===== config.mk =====
export PLATFORM = sky130hd
export DESIGN_NAME = misr_bist_ctrl_flat
export DESIGN_NICKNAME = d
export VERILOG_FILES = /design/src/rtl/misr_bist_if.sv /design/src/rtl/misr_bist_ctrl.sv /design/src/flat_wrapper.sv
export SDC_FILE = /design/constraint.sdc
export NUM_CORES = 1
export LEC_CHECK = 0
export ABC_AREA = 1
export CAP_MARGIN = 25
export CORE_AREA = 4 4 67 82
export DETAILED_ROUTE_END_ITERATION = 6
export DIE_AREA = 0 0 71 86
export PLACE_DENSITY = 0.79
export SLEW_MARGIN = 20
export SYNTH_ARGS = -nofsm -noshare
export SYNTH_HDL_FRONTEND = slang
export SYNTH_SLANG_ARGS = --single-unit

===== constraint.sdc =====
create_clock -name clk -period 1.7 [get_ports clk]
set_input_delay 0.51 -clock clk [delete_from_list [all_inputs] [get_ports clk]]
set_output_delay 0.51 -clock clk [all_outputs]
set_load 0.01 [all_outputs]

===== src/rtl/misr_bist_if.sv =====
// Host/CUT-side bundle for the MISR BIST controller.
// The master drives the session controls and the response stream; the slave reports status and signature.
interface misr_bist_if #(
  parameter int unsigned WIDTH = 16
);
  logic             start;
  logic [WIDTH-1:0] golden;
  logic             abort;
  logic             resp_valid;
  logic             resp_bit;
  logic             cut_en;
  logic             busy;
  logic             done;
  logic             pass;
  logic             timeout;
  logic [WIDTH-1:0] signature;
  logic             sign;

  modport master (
    output start, golden, abort, resp_valid, resp_bit,
    input  cut_en, busy, done, pass, timeout, signature, sign
  );

  modport slave (
    input  start, golden, abort, resp_valid, resp_bit,
    output cut_en, busy, done, pass, timeout, signature, sign
  );
endinterface


===== src/rtl/misr_bist_ctrl.sv =====
// BIST session controller: seeds a serial-input MISR, compacts N_PAT response bits,
// then compares against a golden signature and reports pass/fail/timeout.
module misr_bist_ctrl #(
  parameter int unsigned      WIDTH   = 16,
  parameter logic [WIDTH-1:0] TAPS    = 16'h002D,
  parameter int unsigned      SI_BIT  = 11,
  parameter logic [WIDTH-1:0] SEED    = 16'hFFFF,
  parameter int unsigned      N_PAT   = 1024,
  parameter int unsigned      TIMEOUT = 255
) (
  input  logic        clk,
  input  logic        rst_n,
  misr_bist_if.slave  bus
);

  localparam int unsigned CNT_W  = $clog2(N_PAT + 1);
  localparam int unsigned IDLE_W = $clog2(TIMEOUT + 2);
  localparam logic [CNT_W-1:0]  LAST_CNT  = CNT_W'(N_PAT - 1);
  localparam logic [IDLE_W-1:0] LAST_IDLE = IDLE_W'(TIMEOUT - 1);

  typedef enum logic [2:0] {
    IDLE = 3'd0,
    SEED_ST = 3'd1,
    RUN  = 3'd2,
    CMP  = 3'd3,
    DONE = 3'd4
  } state_t;

  state_t             state_q, state_d;
  logic [WIDTH-1:0]   misr_q, misr_d, misr_step;
  logic [CNT_W-1:0]   cnt_q, cnt_d;
  logic [IDLE_W-1:0]  idle_q, idle_d;
  logic               cut_en_q, cut_en_d;
  logic               busy_q, busy_d;
  logic               done_q, done_d;
  logic               pass_q, pass_d;
  logic               tmo_q, tmo_d;
  logic               busy_now;

  // One MISR shift: feedback taps from the msb plus serial response injection.
  assign misr_step = {misr_q[WIDTH-2:0], 1'b0}
                   ^ (misr_q[WIDTH-1] ? TAPS : '0)
                   ^ (WIDTH'(bus.resp_bit) << SI_BIT);

  assign busy_now = (state_q == SEED_ST) || (state_q == RUN) || (state_q == CMP);

  always_ff @(posedge clk) begin
    if (!rst_n) begin
      state_q  <= IDLE;
      misr_q   <= SEED;
      cnt_q    <= '0;
      idle_q   <= '0;
      cut_en_q <= 1'b0;
      busy_q   <= 1'b0;
      done_q   <= 1'b0;
      pass_q   <= 1'b0;
      tmo_q    <= 1'b0;
    end else begin
      state_q  <= state_d;
      misr_q   <= misr_d;
      cnt_q    <= cnt_d;
      idle_q   <= idle_d;
      cut_en_q <= cut_en_d;
      busy_q   <= busy_d;
      done_q   <= done_d;
      pass_q   <= pass_d;
      tmo_q    <= tmo_d;
    end
  end

  always_comb begin
    state_d = state_q;
    misr_d  = misr_q;
    cnt_d   = cnt_q;
    idle_d  = idle_q;
    pass_d  = pass_q;
    tmo_d   = tmo_q;

    unique case (state_q)
      IDLE: begin
        if (bus.start) state_d = SEED_ST;
      end
      SEED_ST: begin
        misr_d  = SEED;
        cnt_d   = '0;
        idle_d  = '0;
        pass_d  = 1'b0;
        tmo_d   = 1'b0;
        state_d = RUN;
      end
      RUN: begin
        if (bus.resp_valid) begin
          misr_d = misr_step;
          cnt_d  = cnt_q + CNT_W'(1);
          idle_d = '0;
          if (cnt_q == LAST_CNT) state_d = CMP;
        end else begin
          idle_d = idle_q + IDLE_W'(1);
          if ((TIMEOUT != 0) && (idle_q == LAST_IDLE)) begin
            state_d = DONE;
            tmo_d   = 1'b1;
            pass_d  = 1'b0;
          end
        end
      end
      CMP: begin
        pass_d  = (misr_q == bus.golden);
        tmo_d   = 1'b0;
        state_d = DONE;
      end
      DONE: begin
        if (bus.start) begin
          state_d = SEED_ST;
          pass_d  = 1'b0;
          tmo_d   = 1'b0;
        end
      end
      default: state_d = IDLE;
    endcase

    // Abort wins over everything else in a busy state and freezes the MISR.
    if (bus.abort && busy_now) begin
      state_d = DONE;
      misr_d  = misr_q;
      cnt_d   = cnt_q;
      idle_d  = idle_q;
      pass_d  = 1'b0;
      tmo_d   = 1'b0;
    end

    cut_en_d = (state_d == RUN);
    busy_d   = (state_d == SEED_ST) || (state_d == RUN) || (state_d == CMP);
    done_d   = (state_d == DONE);
  end

  assign bus.cut_en    = cut_en_q;
  assign bus.busy      = busy_q;
  assign bus.done      = done_q;
  assign bus.pass      = pass_q;
  assign bus.timeout   = tmo_q;
  assign bus.signature = misr_q;
  assign bus.sign      = misr_q[WIDTH-1];

endmodule


===== src/flat_wrapper.sv =====
// flat-port wrapper written by rule: the top's interface ports become plain ports
module misr_bist_ctrl_flat 
#(
  parameter int unsigned      WIDTH   = 16,
  parameter logic [WIDTH-1:0] TAPS    = 16'h002D,
  parameter int unsigned      SI_BIT  = 11,
  parameter logic [WIDTH-1:0] SEED    = 16'hFFFF,
  parameter int unsigned      N_PAT   = 1024,
  parameter int unsigned      TIMEOUT = 255
)
  (clk, rst_n, bus_start, bus_golden, bus_abort, bus_resp_valid, bus_resp_bit, bus_cut_en, bus_busy, bus_done, bus_pass, bus_timeout, bus_signature, bus_sign);
  misr_bist_if #(.WIDTH(WIDTH)) bus_i ();
  input  logic clk;
  input  logic rst_n;
  input wire logic [$bits(bus_i.start)-1:0] bus_start;
  input wire logic [$bits(bus_i.golden)-1:0] bus_golden;
  input wire logic [$bits(bus_i.abort)-1:0] bus_abort;
  input wire logic [$bits(bus_i.resp_valid)-1:0] bus_resp_valid;
  input wire logic [$bits(bus_i.resp_bit)-1:0] bus_resp_bit;
  output wire logic [$bits(bus_i.cut_en)-1:0] bus_cut_en;
  output wire logic [$bits(bus_i.busy)-1:0] bus_busy;
  output wire logic [$bits(bus_i.done)-1:0] bus_done;
  output wire logic [$bits(bus_i.pass)-1:0] bus_pass;
  output wire logic [$bits(bus_i.timeout)-1:0] bus_timeout;
  output wire logic [$bits(bus_i.signature)-1:0] bus_signature;
  output wire logic [$bits(bus_i.sign)-1:0] bus_sign;
  assign bus_i.start = bus_start;
  assign bus_i.golden = bus_golden;
  assign bus_i.abort = bus_abort;
  assign bus_i.resp_valid = bus_resp_valid;
  assign bus_i.resp_bit = bus_resp_bit;
  assign bus_cut_en = bus_i.cut_en;
  assign bus_busy = bus_i.busy;
  assign bus_done = bus_i.done;
  assign bus_pass = bus_i.pass;
  assign bus_timeout = bus_i.timeout;
  assign bus_signature = bus_i.signature;
  assign bus_sign = bus_i.sign;
  misr_bist_ctrl #(.WIDTH(WIDTH), .TAPS(TAPS), .SI_BIT(SI_BIT), .SEED(SEED), .N_PAT(N_PAT), .TIMEOUT(TIMEOUT)) u_core (.clk(clk), .rst_n(rst_n), .bus(bus_i));
endmodule

# Word-level counts from Yosys, hierarchy flattened
# Index checks and enable logic that the tools add are counted.
dict set report classes {
  muxes 20
  n_reduce_logical 16
  addsub 2
  shift 0
  order_cmp 0
  n_eq_ne 15
  div 0
  bitwise_logic 4
  multipliers 0
}
# operator n
set op_table {}
lappend op_table {{one-hot mux 16 bit (2 select lines)} 1}
lappend op_table {{one-hot mux 11 bit (2 select lines)} 1}
lappend op_table {{one-hot mux 9 bit (2 select lines)} 1}
lappend op_table {{== test 16 bit} 1}
lappend op_table {{2-to-1 mux 16 bit} 1}
lappend op_table {{XOR 16 x 12 -> 16 bit} 1}
lappend op_table {{XOR 16 bit} 1}
lappend op_table {{2-to-1 mux 3 bit} 5}
lappend op_table {{== test 3 x 2 -> 1 bit (second input constant)} 4}
lappend op_table {{one-hot mux 3 bit (4 select lines)} 1}
lappend op_table {{adder 11 x 1 -> 11 bit (second input constant)} 1}
lappend op_table {{== test 11 x 10 -> 1 bit (second input constant)} 1}
lappend op_table {{2-to-1 mux 11 bit} 1}
lappend op_table {{adder 9 x 1 -> 9 bit (second input constant)} 1}
lappend op_table {{== test 9 x 8 -> 1 bit (second input constant)} 1}
lappend op_table {{2-to-1 mux 9 bit} 1}
lappend op_table {{inequality test 2 bit (second input constant)} 4}
lappend op_table {{AND reduction 4 bit} 2}
lappend op_table {{== test 3 x 1 -> 1 bit (second input constant)} 2}
lappend op_table {{== test 3 bit (second input constant)} 2}
lappend op_table {{2-to-1 mux 6 bit} 1}
lappend op_table {{OR reduction 2 bit} 3}
lappend op_table {{2-to-1 mux 1 bit} 5}
lappend op_table {{logical OR 1 bit} 4}
lappend op_table {{10 further kinds} 11}
dict set report word_totals {
  mem_count 0
  ramBits 0
  output_inout_bits 22
  latchBits 0
  rom_bits 0
  register_bits 44
  input_bits 22
}

# Logic depth before layout (Yosys ltp)
# Gate-level depths: netlist of run 1.
dict set report logic_depth {
  ltp_word 8
  depth_mapped 11
  mapped_depth_nobuf 11
}

# Worst setup path after synthesis of run 1
# OpenSTA, ideal clock, no wires.
dict set report synth_path {
  kind {input-to-reg}
  start {input bus_resp_valid}
  end {register u_core.cnt_q[7]}
  setup_slack_ns 0.362
  required_ns 1.585
  t_arrival_ns 1.223
  n_path_buf 1
  setup_time_ns 0.115
  stages 7
  path_cell_list {inv_1 nand3_1 nand3_4 buf_8 nor2_8 a21oi_1 nor2_1}
}
dict set report synth_between {
  elab_chain_len 2
}
# item line
set synth_rtl {}
lappend synth_rtl {{start, declared} flat_wrapper.sv:18} ;# input wire logic [$bits(bus_i.resp_valid)-1:0] bus_resp_valid;
lappend synth_rtl {{inequality test 2 bit (no source line)} n/a}
lappend synth_rtl {{AND reduction 3 bit (no source line)} n/a}
lappend synth_rtl {{end signal, assigned} misr_bist_ctrl.sv:61} ;# cnt_q <= cnt_d;
lappend synth_rtl {{end, declared} misr_bist_ctrl.sv:31} ;# logic [CNT_W-1:0] cnt_q, cnt_d;
# No other way between the ends.
# A chain may end at the register's enable or synchronous reset.

# Worst setup path after layout of run 1
dict set report layout_path {
  start {register u_core.misr_q[2], in the netlist u_core.bus.signature[2]}
  end {output bus_signature[2]}
}
# item line
set layout_rtl {}
lappend layout_rtl {{start, declared} misr_bist_ctrl.sv:30} ;# logic [WIDTH-1:0] misr_q, misr_d, misr_step;
lappend layout_rtl {{start signal, assigned} misr_bist_ctrl.sv:60} ;# misr_q <= misr_d;
lappend layout_rtl {{end, declared} flat_wrapper.sv:25} ;# output wire logic [$bits(bus_i.signature)-1:0] bus_signature;
# No word-level cell between the ends.

==> results of run 1 <==
[logic make-up (layout without fill, tap and decap cells)]
logic type | after synthesis | in the layout | synth area share
DFF | 44 | 44 | 0.3686
adders and majority gates | 3 | 3 | 0.01571
AOI/OAI and AO/OA | 49 | 49 | 0.1162
buffers and inverters | 54 | 113 | 0.09581
xor gates and xnor gates | 8 | 8 | 0.02932
and+or+nand+nor | 189 | 189 | 0.3743
[state kept, by name, summed over array words and instances, names as in the netlist]
signal / count
u_core.idle_q: 9
u_core.bus.signature: 16
u_core.cnt_q: 11
u_core.bus.cut_en: 1
u_core.bus.busy: 1
u_core.state_q: 3
u_core.bus.pass: 1
u_core.bus.timeout: 1
u_core.bus.done: 1
[worst min path at each step]
stage,end,slack (ns),cells after the start
after floorplan,u_core.cnt_q[1],0.45,2
after detailed placement,u_core.cnt_q[1],0.47,2
final,u_core.bus.timeout,0.48,2
after global placement,u_core.bus.timeout,0.46,2
after CTS,u_core.bus.timeout,0.49,2
after global routing,u_core.bus.timeout,0.52,2
[metrics by stage]
stage / hold WS, ns / cells / setup TNS (ns)
2_1_floorplan: 0.4466 / 347 / 0
5_1_grt: 0.5237 / 466 / -0.0001616
3_3_place_gp: 0.4641 / 458 / -5.681
3_5_place_dp: 0.4703 / 458 / -6.053
6_report: 0.4843 / 466 / 0
4_1_cts: 0.4919 / 466 / 0
[repair_timing]
item                                    in CTS  in global routing
endpoints found under the setup margin      14                  9
resized for setup                           19                  7
hold buffers                                 0                  0
[cells in the final DEF, fill, tap and decap left out, types with 3 or more instances in the layout]
| cell | synthesis | routed |
|---|---|---|
| sky130_fd_sc_hd__inv_1 | 43 | 43 |
| sky130_fd_sc_hd__dfxtp_1 | 44 | 39 |
| sky130_fd_sc_hd__buf_4 | 2 | 13 |
| sky130_fd_sc_hd__nand2_1 | 87 | 87 |
| sky130_fd_sc_hd__a31oi_1 | 9 | 9 |
| sky130_fd_sc_hd__clkbuf_8 | 0 | 5 |
| sky130_fd_sc_hd__nand2_2 | 3 | 3 |
| sky130_fd_sc_hd__a21oi_1 | 22 | 22 |
| sky130_fd_sc_hd__nor3_1 | 5 | 5 |
| sky130_fd_sc_hd__dlygate4sd2_1 | 0 | 14 |
| sky130_fd_sc_hd__nand4_1 | 7 | 7 |
| sky130_fd_sc_hd__clkdlybuf4s50_1 | 0 | 25 |
| sky130_fd_sc_hd__dfxtp_2 | 0 | 5 |
| sky130_fd_sc_hd__nor2_1 | 49 | 49 |
| sky130_fd_sc_hd__dlymetal6s2s_1 | 0 | 4 |
| sky130_fd_sc_hd__nor2_4 | 3 | 3 |
| sky130_fd_sc_hd__nand3_1 | 18 | 18 |
| sky130_fd_sc_hd__inv_2 | 5 | 4 |
| sky130_fd_sc_hd__o21ai_0 | 6 | 6 |
| sky130_fd_sc_hd__xnor2_1 | 7 | 7 |
[layout make-up]
| cell class | count | area (um2) | share of cell area |
|---|---|---|---|
| clock buffers | 6 | 72.57 | 0.02357 |
| clock inverters | 2 | 35.03 | 0.01138 |
| inverters | 48 | 182.7 | 0.05933 |
| multi-input cells | 249 | 1286 | 0.4177 |
| flip-flops and latches | 44 | 887.1 | 0.2881 |
| well taps | 60 | 75.07 | 0.02438 |
| repair buffers | 57 | 540.5 | 0.1755 |
[report_power, final]
part           switching (mW)  total (mW)  internal, mW
Combinational           0.256       0.446         0.190
Sequential             0.0311        1.10          1.06
Clock                   0.341       0.777         0.436
[layer usage]
layer	vias to the layer above	wire length, um	global-route usage
met5	-	0	0
met4	0	91	0.06667
met3	10	296	0.03986
met2	62	2706	0.3316
met1	1050	2277	0.1955
li1	1225	-	-
==> metrics.log, run 1 <==
[metrics] status: completed
[metrics] proportion of synthesized flip-flops having asynchronous set or reset: 0
[metrics] worst setup slack after layout: 0.03513 ns
[metrics] H-tree depth: 2
[metrics] beginning of the worst register-to-register path: u_core.state_q[2]
[metrics] chip height: 86 um
[metrics] count of final hold-check violations: 0
[metrics] net count after synthesis: 372
[metrics] initial antenna violation count: 0
[metrics] Post-synth top flop: sky130_fd_sc_hd__dfxtp_1
[metrics] clock input transition at the sequential cells of the worst setup and hold paths: about 0.080 ns
[metrics] worst setup slack before clock tree synthesis: -0.2312 ns
[metrics] drt via density: 5.036
[metrics] maximum fanout count along the critical path: 2
[metrics] number of cells traversed by the worst register-to-register path: 8
[metrics] maximum achievable frequency: 600.6 MHz
[metrics] fin crit share: 0.9793
[metrics] TritonCTS clock tree: yes
[metrics] total power: 2.318 mW
[metrics] Distinct cells, synth: 38
[metrics] final slew viol count: 0
[metrics] Net count, final: 430
[metrics] capturing element of the worst setup path: bus_signature[2]
[metrics] area post-placement: approximately 3000 um2
[metrics] first-pass iteration count of the detailed router: 4
[metrics] via count: 2,347
[metrics] post-detail-place hpwl: 4174 um
[metrics] Commonest cells post-synth: 87 x sky130_fd_sc_hd__nand2_1, 49 x sky130_fd_sc_hd__nor2_1, 44 x sky130_fd_sc_hd__dfxtp_1
[metrics] Setup violations, final: 0
[metrics] effective utilization at floorplan: 0.5016
[metrics] highest ir drop seen on vdd: 0.5088 mV
[metrics] number of buffers inserted during clock tree synthesis: 5
[metrics] Slew Limit Headroom: 0.7550
[metrics] number of buffers between clock root and the deepest sink: 2
[metrics] class of the most critical hold timing path: register to register
[metrics] later-pin clock latency in the skew report: about 0.29 ns
[metrics] netlist area before placement: 2390 um2
[metrics] final critical path time including I/O delays and setup: ~1.7 ns
[metrics] pin count of the biggest net entering global routing: 15
[metrics] Clock Root Buffer: sky130_fd_sc_hd__clkbuf_8
[metrics] Worst path depth: 1
[metrics] total die area: 6106 um2
[metrics] most numerous cell in the Yosys netlist: sky130_fd_sc_hd__nand2_1
[metrics] Synth top area share: 0.3686
[metrics] worst stage delay on the critical path: between 0.5 and 0.6 ns
[metrics] all-layer global routing usage: 0.1786
[metrics] biggest area contributors in the synthesized netlist: sky130_fd_sc_hd__dfxtp_1 37%, sky130_fd_sc_hd__nand2_1 14%, sky130_fd_sc_hd__nor2_1 7.7%, sky130_fd_sc_hd__inv_1 6.8%, sky130_fd_sc_hd__a21oi_1 4.6%
[metrics] routability congestion estimate: 0.8417
[metrics] sum of buffers and inverters on the critical path: 1
[metrics] number of fill cells in the layout: 438
[metrics] Antenna diodes: 0
[metrics] endpoint of the most critical register-to-register path: u_core.idle_q[2]
[metrics] setup slack on the worst flop-to-flop path: 0.17 ns
[metrics] startpoint of the most critical setup path: u_core.bus.signature[2]
[metrics] number of I/O pins: 44
[metrics] fraction of layout instances using a drive strength above 1: 0.1281
[metrics] buffer count from post-CTS setup fixing: 0
[metrics] data required time at the worst endpoint: 1.19 ns
[metrics] Final Util: 0.6463
[metrics] critical path capture point type: output port
[metrics] Synthesis Warnings: 0
[metrics] synthesized instance count: 347
[metrics] power per standard cell area: 752.9 nW/um2
[metrics] number of global-route vias before repair: 2,194
[metrics] average instance area after synthesis: 6.887 um2
[metrics] Post-synth EDFFs: 0
[metrics] launching element type of the critical path: register
[metrics] area grow syn2layout: 28.85%
[metrics] critical path class: register to output port
[metrics] Finished Cell Area: 3079 um2
[metrics] largest area contributor in the netlist: sky130_fd_sc_hd__dfxtp_1
[metrics] number of violations of the max-capacitance limit: 0
[metrics] remaining antenna violation count: 0
[metrics] Die X: 71 um
[metrics] count of input and output buffers: 43
[metrics] final routed DRC violation total: 0
[metrics] Placement Rows: 28
[metrics] sequential cell area fraction in the yosys report: 0.3686
[metrics] global-route wire length before repair: 9025 um
[metrics] Crit path arrival time: 1.15 ns
[metrics] worst path cell trace: clkdlybuf4s50_1
[metrics] core area: approximately 4800 um2
[metrics] DRC violation total after the first TritonRoute iteration: 117
[metrics] worst hold start: u_core.bus.timeout
[metrics] slowest stage cell, crit path: sky130_fd_sc_hd__clkdlybuf4s50_1
[metrics] RSZ-0062 raised after global routing: true
[metrics] remaining global-route overflow: 0
[metrics] leakage: 1.345 nW
[metrics] detailed-route wire length: between 5000 and 6000 um
[metrics] total number of clock tree sinks: 44
[metrics] actual transition at the worst max-transition pin: 0.3674 ns
[metrics] routed len/inst: 11.53 um
[metrics] Setup Skew: a little under 0.008 ns
[metrics] Top delay family on crit path: buffers and inverters
[metrics] number of synthesized register bits: 44
No activity file was read; power rests on OpenSTA's default activity.
==> run 2, diff against run 1 <==
--- a/config.mk
+++ b/config.mk
@@ -6,10 +6,12 @@
 export NUM_CORES = 1
 export LEC_CHECK = 0
 export ABC_AREA = 1
+export ABC_CLOCK_PERIOD_IN_PS = 1700
 export CAP_MARGIN = 25
-export CORE_AREA = 4 4 67 82
+export CORE_AREA = 3 3 66 81
+export CTS_CLUSTER_DIAMETER = 60
 export DETAILED_ROUTE_END_ITERATION = 6
-export DIE_AREA = 0 0 71 86
+export DIE_AREA = 0 0 69 84
 export PLACE_DENSITY = 0.79
 export SLEW_MARGIN = 20
 export SYNTH_ARGS = -nofsm -noshare
==> run 2 against run 1 <==
Final cell count increased by 0.43%; register-to-register slack worse by 0.02 ns; wire length grew 3.5%.
==> metrics.log, run 2 (synthesized netlist as in run 1, its figures left out) <==
[metrics] number of flip-flops in the largest register: 16 (unchanged)
[metrics] Cell Count Post-Placement: 459 (+0.22%)
[metrics] data required time at the worst endpoint: 1.19 ns (about the same)
[metrics] count of final hold-check violations: 0 (unchanged)
[metrics] routability congestion estimate: 0.9259 (+10%)
[metrics] TritonCTS clock tree: yes
[metrics] final slew viol count: 0 (unchanged)
[metrics] Setup Skew: 0.008260 ns (+0.0005248 ns)
[metrics] launching element type of the critical path: register
[metrics] via count: 2,338 (-0.38%)
[metrics] leading cell types in the layout, fill and taps excluded: 87 x sky130_fd_sc_hd__nand2_1, 49 x sky130_fd_sc_hd__nor2_1, 43 x sky130_fd_sc_hd__inv_1
[metrics] maximum fanout count along the critical path: 2 (unchanged)
[metrics] critical path capture point type: output port
[metrics] power per standard cell area: 730.2 nW/um2 (-3.0%)
[metrics] clock input transition at the sequential cells of the worst setup and hold paths: 0.09 ns (about the same)
[metrics] effective utilization at floorplan: 0.5202 (+0.01858)
[metrics] actual transition at the worst max-transition pin: 0.3491 ns (-0.01835 ns)
[metrics] highest ir drop seen on vdd: 0.4929 mV (-3.1%)
[metrics] Top delay family on crit path: buffers and inverters
[metrics] final routed DRC violation total: 0 (unchanged)
[metrics] worst path cell trace: clkdlybuf4s50_1
[metrics] post-detail-place hpwl: 4218 um (+1.0%)
[metrics] fin crit share: 0.9884 (+0.009104)
[metrics] number of cells traversed by the worst register-to-register path: 8 (unchanged)
[metrics] all-layer global routing usage: 0.1921 (+0.01351)
[metrics] total power: 2.248 mW (-3.1%)
[metrics] Net count, final: 434 (+0.93%)
[metrics] DRC violation total after the first TritonRoute iteration: 123 (+5.1%)
[metrics] final critical path time including I/O delays and setup: 1.680 ns (+0.01548 ns)
[metrics] number of cells traversed by the worst hold path: 2 (unchanged)
[metrics] number of hold-repair buffers added at the cts stage: 0 (unchanged)
[metrics] most common cell after layout, fill and taps aside: sky130_fd_sc_hd__nand2_1
[metrics] initial antenna violation count: 0 (unchanged)
[metrics] number of global-route vias before repair: 2,114 (-3.6%)
[metrics] class of the most critical hold timing path: register to register
[metrics] drt via density: 4.996 (-0.81%)
[metrics] global-route wire length before repair: 9301 um (+3.1%)
[metrics] smallest hold slack: 0.4786 ns (-0.005764 ns)
[metrics] detailed-route wire length: 5558 um (+3.5%)
[metrics] leakage: 1.357 nW (+0.91%)
[metrics] count of input and output buffers: 43 (unchanged)
[metrics] critical path class: register to output port
[metrics] H-tree depth: 2 (unchanged)
[metrics] pin count of the biggest net entering global routing: 15 (unchanged)
[metrics] worst setup slack after layout: 0.01965 ns (-0.01548 ns)
[metrics] Antenna diodes: 0 (unchanged)
[metrics] number of buffers between clock root and the deepest sink: 2 (unchanged)
[metrics] worst setup slack before clock tree synthesis: -0.2493 ns (-0.01805 ns)
[metrics] total die area: 5796 um2 (-5.1%)
[metrics] Slew Limit Headroom: 0.7655 (+0.01048)
[metrics] sum of buffers and inverters on the critical path: 1 (unchanged)
[metrics] later-pin clock latency in the skew report: 0.30 ns (about the same)
[metrics] Die X: 69 um (-2.8%)
[metrics] worst stage delay on the critical path: 0.53 ns (about the same)
[metrics] chip height: 84 um (-2.3%)
[metrics] Cell Count, Final, Fillers Out: 468 (+0.43%)
[metrics] total number of clock tree sinks: 44 (unchanged)
[metrics] core area: 4594 um2 (-3.6%)
[metrics] Placement Rows: 27 (-3.6%)
[metrics] fraction of layout instances using a drive strength above 1: 0.1366 (+0.008507)
[metrics] Crit path arrival time: 1.17 ns (+0.02 ns)
[metrics] Setup violations, final: 0 (unchanged)
[metrics] remaining global-route overflow: 0 (unchanged)
[metrics] routed len/inst: 11.88 um (+3.0%)
[metrics] status: completed
[metrics] maximum achievable frequency: 595.1 MHz (-0.92%)
[metrics] Clock Root Buffer: sky130_fd_sc_hd__clkbuf_8
[metrics] remaining antenna violation count: 0 (unchanged)
[metrics] area grow syn2layout: 28.80% (about the same)
[metrics] slowest stage cell, crit path: sky130_fd_sc_hd__clkdlybuf4s50_1
[metrics] first-pass iteration count of the detailed router: 4 (unchanged)
[metrics] number of violations of the max-capacitance limit: 0 (unchanged)
[metrics] number of I/O pins: 44 (unchanged)
[metrics] number of buffers inserted during clock tree synthesis: 5 (unchanged)
[metrics] Worst path depth: 1 (unchanged)
## run 2: cell types whose count changed in the layout (fill, tap and decap cells not counted), moves of 2 or more
cell / change
sky130_fd_sc_hd__buf_4: +3
sky130_fd_sc_hd__dlygate4sd2_1: +2
sky130_fd_sc_hd__dlymetal6s2s_1: -3
sky130_fd_sc_hd__o21ai_1: +2
## run 2: path summary, 6_finish.rpt
kind	start	to	slack (ns)
min	u_core.bus.timeout	u_core.bus.timeout	0.48
min reg2reg	u_core.bus.timeout	u_core.bus.timeout	0.48
max	u_core.bus.signature[3]	bus_signature[3]	0.02
max reg2reg	u_core.state_q[2]	u_core.idle_q[2]	0.15
## run 2: layer usage
layer | GRT usage | part of all wire | vias to the layer above
met5 | 0 | 0 | -
met3 | 0.03373 | 0.041 | 17
met1 | 0.2326 | 0.44 | 1035
li1 | - | - | 1231
met2 | 0.3255 | 0.49 | 55
met4 | 0.09236 | 0.030 | 0
## run 2: power by group
group	switching (mW)	internal (mW)	leakage, nW
Sequential	0.0320	1.06	0.354
Clock	0.368	0.325	0.0510
Combinational	0.258	0.200	0.952
## run 2: cell type report
cell class	count	area (um2)
clock inverter	2	10.01
multi-input combinational	249	1280
clock buffer	6	82.58
fill	422	1516
inverter	48	180.2
sequential	44	888.4
tap	58	72.57
timing repair buffer	61	564.3
## run 2: stage by stage
step | util | area, um2 | setup TNS [ns]
finish | 0.6699 | 3078 | 0
global route | 0.6699 | 3078 | -0.003831
global placement | 0.6468 | 2972 | -4.989
detailed placement | 0.6468 | 2972 | -5.694
CTS | 0.6642 | 3052 | 0
floorplan | - | 2390 | 0
## run 2: repair_timing
action | CTS | global route
hold endpoints to repair | 0 | 0
setup endpoints to repair | 16 | 3
setup buffers | 0 | 1
gates resized for setup | 22 | 3
pin swaps | 0 | 2
